File: config.mk
export PLATFORM = sky130hd
export DESIGN_NAME = sram_arbiter
export DESIGN_NICKNAME = d
export VERILOG_FILES = /design/src/rtl/sram_arb_pkg.sv /design/src/rtl/sram_arb_pick.sv /design/src/rtl/sram_arbiter.sv
export SDC_FILE = /design/constraint.sdc
export NUM_CORES = 1
export LEC_CHECK = 0
export BUFFER_PORTS_ARGS = -buffer_cell sky130_fd_sc_hd__buf_4
export CORE_MARGIN = 4
export CORE_UTILIZATION = 43
export CTS_CLUSTER_SIZE = 14
export DETAILED_ROUTE_END_ITERATION = 10
export HOLD_SLACK_MARGIN = 0.02
export PLACE_DENSITY_LB_ADDON = 0.25
export RECOVER_POWER = 25
export SLEW_MARGIN = 15
export SYNTH_ARGS = -nofsm -noshare
export SYNTH_HDL_FRONTEND = slang
export SYNTH_SLANG_ARGS = --single-unit
File: constraint.sdc
create_clock -name CLK -period 1.9 [get_ports CLK]
set_clock_uncertainty 0.2 [all_clocks]
set_input_delay 0 -clock CLK [delete_from_list [all_inputs] [get_ports CLK]]
set_output_delay 0 -clock CLK [all_outputs]
set_load 0.01 [all_outputs]
File: src/rtl/sram_arb_pkg.sv
// Shared definitions for the SRAM arbiter: FSM states, requester IDs and
// byte-lane strobe encodings.
package sram_arb_pkg;

    typedef enum logic [1:0] {
        IDLE   = 2'd0,
        SETUP  = 2'd1,
        ACCESS = 2'd2,
        DONE   = 2'd3
    } state_t;

    // Requester IDs double as bit positions in the one-hot grant vector.
    localparam int unsigned REQ_LD  = 0;
    localparam int unsigned REQ_CPU = 1;
    localparam int unsigned REQ_AUX = 2;

    // Only the low byte lane is ever strobed.
    localparam logic [1:0] STB_LO  = 2'b10;
    localparam logic [1:0] STB_OFF = 2'b11;

endpackage

File: src/rtl/sram_arb_pick.sv
// Combinational grant selector for the SRAM arbiter.
// LD always wins; LD_LOCK restricts eligibility to LD alone.
// With SRAM_ARB_RR_EN defined, CPU/AUX ties go to the requester that did not
// win last time; otherwise CPU beats AUX.
module sram_arb_pick
    import sram_arb_pkg::*;
(
`ifdef SRAM_ARB_RR_EN
    input  logic       last_aux,
`endif
    input  logic       ld_req,
    input  logic       cpu_req,
    input  logic       aux_req,
    input  logic       ld_lock,
    output logic [2:0] grant
);

    // Priority resolution into a one-hot grant
    always_comb begin
        grant = '0;
        if (ld_req) begin
            grant[REQ_LD] = 1'b1;
        end else if (!ld_lock) begin
`ifdef SRAM_ARB_RR_EN
            if (cpu_req && aux_req) begin
                if (last_aux) grant[REQ_CPU] = 1'b1;
                else          grant[REQ_AUX] = 1'b1;
            end else if (cpu_req) begin
                grant[REQ_CPU] = 1'b1;
            end else if (aux_req) begin
                grant[REQ_AUX] = 1'b1;
            end
`else
            if (cpu_req)      grant[REQ_CPU] = 1'b1;
            else if (aux_req) grant[REQ_AUX] = 1'b1;
`endif
        end
    end

endmodule

File: src/rtl/sram_arbiter.sv
// Timed access sequencer sharing one async 16-bit SRAM between the loader,
// the Z80 CPU and an auxiliary requester. Low byte lane only.
// Optional macro SRAM_ARB_RR_EN: round-robin between CPU and AUX.
module sram_arbiter
    import sram_arb_pkg::*;
#(
    parameter int unsigned ADDR_W        = 21,
    parameter int unsigned ACCESS_CYCLES = 2
)(
    input  logic              CLK,
    input  logic              N_RESET,
    input  logic              LD_LOCK,
    input  logic              LD_REQ,
    input  logic              LD_WE,
    input  logic [ADDR_W-1:0] LD_ADDR,
    input  logic [7:0]        LD_DI,
    output logic              LD_ACK,
    output logic [7:0]        LD_DO,
    input  logic              CPU_REQ,
    input  logic              CPU_WE,
    input  logic [ADDR_W-1:0] CPU_ADDR,
    input  logic [7:0]        CPU_DI,
    output logic              CPU_ACK,
    output logic [7:0]        CPU_DO,
    input  logic              AUX_REQ,
    input  logic              AUX_WE,
    input  logic [ADDR_W-1:0] AUX_ADDR,
    input  logic [7:0]        AUX_DI,
    output logic              AUX_ACK,
    output logic [7:0]        AUX_DO,
    output logic              BUSY,
    output logic [ADDR_W-1:0] MA,
    input  logic [15:0]       MD_I,
    output logic [15:0]       MD_O,
    output logic              MD_OE,
    output logic [1:0]        MRD_N,
    output logic [1:0]        MWR_N
);

    state_t            state_q, state_d;
    logic [2:0]        gnt_q, gnt_d;
    logic              we_q, we_d;
    logic [ADDR_W-1:0] addr_q, addr_d;
    logic [7:0]        di_q, di_d;
    logic [2:0]        cnt_q, cnt_d;
    logic [7:0]        ld_do_q, ld_do_d;
    logic [7:0]        cpu_do_q, cpu_do_d;
    logic [7:0]        aux_do_q, aux_do_d;
    logic [2:0]        pick_gnt;
    logic              md_hi_unused;

    assign md_hi_unused = ^MD_I[15:8];

`ifdef SRAM_ARB_RR_EN
    logic last_aux_q, last_aux_d;
`endif

    sram_arb_pick u_pick (
`ifdef SRAM_ARB_RR_EN
        .last_aux (last_aux_q),
`endif
        .ld_req   (LD_REQ),
        .cpu_req  (CPU_REQ),
        .aux_req  (AUX_REQ),
        .ld_lock  (LD_LOCK),
        .grant    (pick_gnt)
    );

    // Next-state logic: grant latch, access timing and read-data capture
    always_comb begin
        state_d  = state_q;
        gnt_d    = gnt_q;
        we_d     = we_q;
        addr_d   = addr_q;
        di_d     = di_q;
        cnt_d    = cnt_q;
        ld_do_d  = ld_do_q;
        cpu_do_d = cpu_do_q;
        aux_do_d = aux_do_q;
`ifdef SRAM_ARB_RR_EN
        last_aux_d = last_aux_q;
`endif
        unique case (state_q)
            IDLE: begin
                if (|pick_gnt) begin
                    gnt_d   = pick_gnt;
                    state_d = SETUP;
                    if (pick_gnt[REQ_LD]) begin
                        we_d = LD_WE;  addr_d = LD_ADDR;  di_d = LD_DI;
                    end else if (pick_gnt[REQ_CPU]) begin
                        we_d = CPU_WE; addr_d = CPU_ADDR; di_d = CPU_DI;
                    end else begin
                        we_d = AUX_WE; addr_d = AUX_ADDR; di_d = AUX_DI;
                    end
`ifdef SRAM_ARB_RR_EN
                    if (pick_gnt[REQ_CPU]) last_aux_d = 1'b0;
                    if (pick_gnt[REQ_AUX]) last_aux_d = 1'b1;
`endif
                end
            end
            SETUP: begin
                cnt_d   = 3'(ACCESS_CYCLES);
                state_d = ACCESS;
            end
            ACCESS: begin
                if (cnt_q <= 3'd1) begin
                    state_d = DONE;
                    // Last strobe cycle: data is settled, latch it for the owner
                    if (!we_q) begin
                        if (gnt_q[REQ_LD])  ld_do_d  = MD_I[7:0];
                        if (gnt_q[REQ_CPU]) cpu_do_d = MD_I[7:0];
                        if (gnt_q[REQ_AUX]) aux_do_d = MD_I[7:0];
                    end
                end else begin
                    cnt_d = cnt_q - 3'd1;
                end
            end
            DONE: begin
                state_d = IDLE;
            end
            default: state_d = IDLE;
        endcase
    end

    // State register with synchronous active-low reset
    always_ff @(posedge CLK) begin
        if (!N_RESET) begin
            state_q  <= IDLE;
            gnt_q    <= '0;
            we_q     <= 1'b0;
            addr_q   <= '0;
            di_q     <= '0;
            cnt_q    <= '0;
            ld_do_q  <= 8'hFF;
            cpu_do_q <= 8'hFF;
            aux_do_q <= 8'hFF;
`ifdef SRAM_ARB_RR_EN
            last_aux_q <= 1'b0;
`endif
        end else begin
            state_q  <= state_d;
            gnt_q    <= gnt_d;
            we_q     <= we_d;
            addr_q   <= addr_d;
            di_q     <= di_d;
            cnt_q    <= cnt_d;
            ld_do_q  <= ld_do_d;
            cpu_do_q <= cpu_do_d;
            aux_do_q <= aux_do_d;
`ifdef SRAM_ARB_RR_EN
            last_aux_q <= last_aux_d;
`endif
        end
    end

    // Pin and handshake decode from registered state
    always_comb begin
        MA      = addr_q;
        MD_O    = {8'h00, di_q};
        MD_OE   = we_q && (state_q != IDLE);
        MRD_N   = (!we_q && (state_q == SETUP || state_q == ACCESS)) ? STB_LO : STB_OFF;
        MWR_N   = (we_q && state_q == ACCESS) ? STB_LO : STB_OFF;
        BUSY    = (state_q != IDLE);
        LD_ACK  = (state_q == DONE) && gnt_q[REQ_LD];
        CPU_ACK = (state_q == DONE) && gnt_q[REQ_CPU];
        AUX_ACK = (state_q == DONE) && gnt_q[REQ_AUX];
        LD_DO   = ld_do_q;
        CPU_DO  = cpu_do_q;
        AUX_DO  = aux_do_q;
    end

endmodule

==> out/qor.yml <==
fmax_mhz: 541
wire_per_inst_um: 16.6
drc_errors: 0
yosys_most_used_dff: "dfxtp_1"
dp_hpwl_mm: 6.71
viasPerCell: 5.10
rsz0062_at_grt: "yes"
num_rows: 30
detail_route.iter0.violations: 132
sw_frac_of_total: 0.322
cp_top_family: "compound AO/OA/AOI/OAI gates"
port-buffer-count: 163
postLayoutCellArea_um2: 5370
grt_pass1_wl_mm: 17.7
p_leak_nw: 2.51
seq_area_frac_synth: 0.409
combPwrFrac: 0.359
powerDensity_nw_per_um2: 841
synthArstFlopShare: 0
fill_cells: 473
ys_types: 41
slowest_stage: "a221o_1"
place_congestion: 0.785
min_period_ps: 1850
pre_cts_ws_ps: -249
grt_pass1_vias: 3601
hold_viol: 0
cts-root-buf: "clkbuf_8"
period_share: 0.973
final.setup.worst_slack_ps: 50.7
grt_max_degree: 33
power_switching_mw: 1.45
antenna_found_initial: 0
synth_area_leaders: "dfxtp_1 (41%), mux2i_1 (12%), nand2_1 (8.4%)"
die_y_um: 92.0
core_area_um2: 6830
ys_ff_latch: 62
setup_violations: 0
cts_buffers: 9
detailed_place.area_um2: 4310
final_cell_mix: "buf_4 (149), dlygate4sd3_1 (88), nand2_1 (68)"
ant_nets: 0
drv_slew: 0
drive_above_1_share: 0.311
cp-start-kind: "register"
start_util: 0.444
critPathKind: "reg2reg"
diodes: 0
synth_largest_area_cell: "dfxtp_1"
power_frac_clock: 0.283
crit_required_ps: 1920
track_usage: 0.264
relSlewSlack: 0.532
final_common_cell: "buf_4"
synthToLayoutAreaGrowth_pct: 77.1
max_stage_delay_ps: 390
io_pins: 182
finalWirelength_mm: 11.5
path_clk_slew_ps: 70
cts.sinks: 62
drt-pass1-iter-count: 4
avgSynthCellArea_um2: 9.05
nets: 704
crit_buf_inv: 2
fin_util: 0.786
cts_tree: "done"
syn-cell-area_um2: 3030
crit_arrival_ps: 1870
h-tree-depth: 3
crit_chain: "inv_1 > ha_1 > buf_4 > nand2_1 > and3_4 > a221o_1"
hold_class: "in2reg"
vdd_ir_drop_max_mv: 0.539
synth_top_area_share: 0.409
endpoint_kind: "register"
synth_edf_count: 0
clk_latency_ps: 340
yosysWarnings: 0
intPower_mw: 3.06
die_width_um: 92.0
status: "finished clean"
synth_cells: 335
power_frac_seq: 0.358
worst_hold_slack_ps: 36.3
cts.path.max_buffers: 2
crit_fanout: 30
dieArea_um2: 8460
vias: 3511
worstMarginPinSlew_ps: 698
cap_violations: 0
gr-total-overflow: 0
-- tightest hold or removal path, delay by kind of cell --
family / cells / cell delay, ps
buffers and inverters: 1 / 100
and+or+nand+nor: 2 / 240
AOI/OAI and AO/OA: 2 / 200
-- registers in the layout, indices dropped and copies added, names as in the netlist --
signal / flops
di_q: 8
MA: 21
we_q: 1
gnt_q: 3
AUX_DO: 8
state_q: 2
LD_DO: 8
cnt_q: 3
CPU_DO: 8
-- cell families (layout without fill, tap and decap cells) --
| group | count (synthesis) | after routing | synth area share |
|---|---|---|---|
| and+or+nand+nor | 113 | 113 | 0.184 |
| other | 2 | 10 | 0.00248 |
| muxes | 36 | 36 | 0.119 |
| adders and majority gates | 5 | 5 | 0.0206 |
| buffers and inverters | 40 | 289 | 0.0780 |
| AOI/OAI and AO/OA | 77 | 77 | 0.187 |
| DFF | 62 | 62 | 0.409 |
-- synth_stat cells, types with 2 or more instances --
library cell,count
o21ai_1,12
buf_2,6
buf_6,4
clkbuf_1,9
inv_1,7
a22o_1,19
and3_1,2
buf_4,13
nor3_1,2
nand3b_1,11
conb_1,2
dfxtp_1,62
nand3_1,10
a22oi_1,2
nand2_1,68
a221o_1,11
nand2b_1,4
nand3_2,2
mux2i_1,36
ha_1,5
and2_1,5
o21ai_0,9
nor2b_1,4
a21oi_1,13
-- per-stage QoR --
stage	power, mW	setup TNS (ps)	cells
finish	4.52	0	688
global route	4.76	-514	688
CTS	4.52	0	686
detailed placement	3.06	-2620	582
global placement	3.02	-884	582
floorplan	2.40	0	343
-- metal layers --
metal  routed length, um  share of wire  GRT usage  vias up
li1                    -              -          -     1667
met1                4240           0.37      0.271     1639
met2                5790           0.51      0.471      158
met3                 952          0.083      0.103       47
met4                 464          0.041      0.121        0
met5                   0              0          0        -
-- final timing paths --
kind              end  slack, ps        from  depth (start not counted)
min          gnt_q[1]         40     LD_LOCK                          5
max             MA[4]         50  state_q[0]                          6
max reg2reg     MA[4]         50  state_q[0]                          6
min reg2reg  LD_DO[3]        280    LD_DO[3]                          2
-- repair_timing --
action / in CTS / in global routing
setup buffers: 0 / 2
pin swaps: 0 / 2
setup endpoints to repair: 11 / 42
hold buffers: 88 / 0
endpoints found under the hold margin: 62 / 0
resized for setup: 2 / 10
-- cell type report --
cell class / instances / area (um^2) / share of cell area
multi-input cells: 241 / 1630 / 0.303
inverters: 7 / 26.3 / 0.00489
well taps: 96 / 120 / 0.0224
repair buffers: 266 / 2130 / 0.397
clock buffers: 9 / 124 / 0.0231
clock inverters: 7 / 98.8 / 0.0184
flip-flops and latches: 62 / 1240 / 0.231
-- power groups by stage --
stage               Sequential (mW)  Clock [mW]  Combinational, mW
floorplan                      1.69           0              0.709
global placement               1.63           0               1.39
detailed placement             1.63           0               1.43
CTS                            1.60        1.31               1.61
global route                   1.64        1.38               1.74
finish                         1.62        1.28               1.62
(Power assumes the default switching activity.)
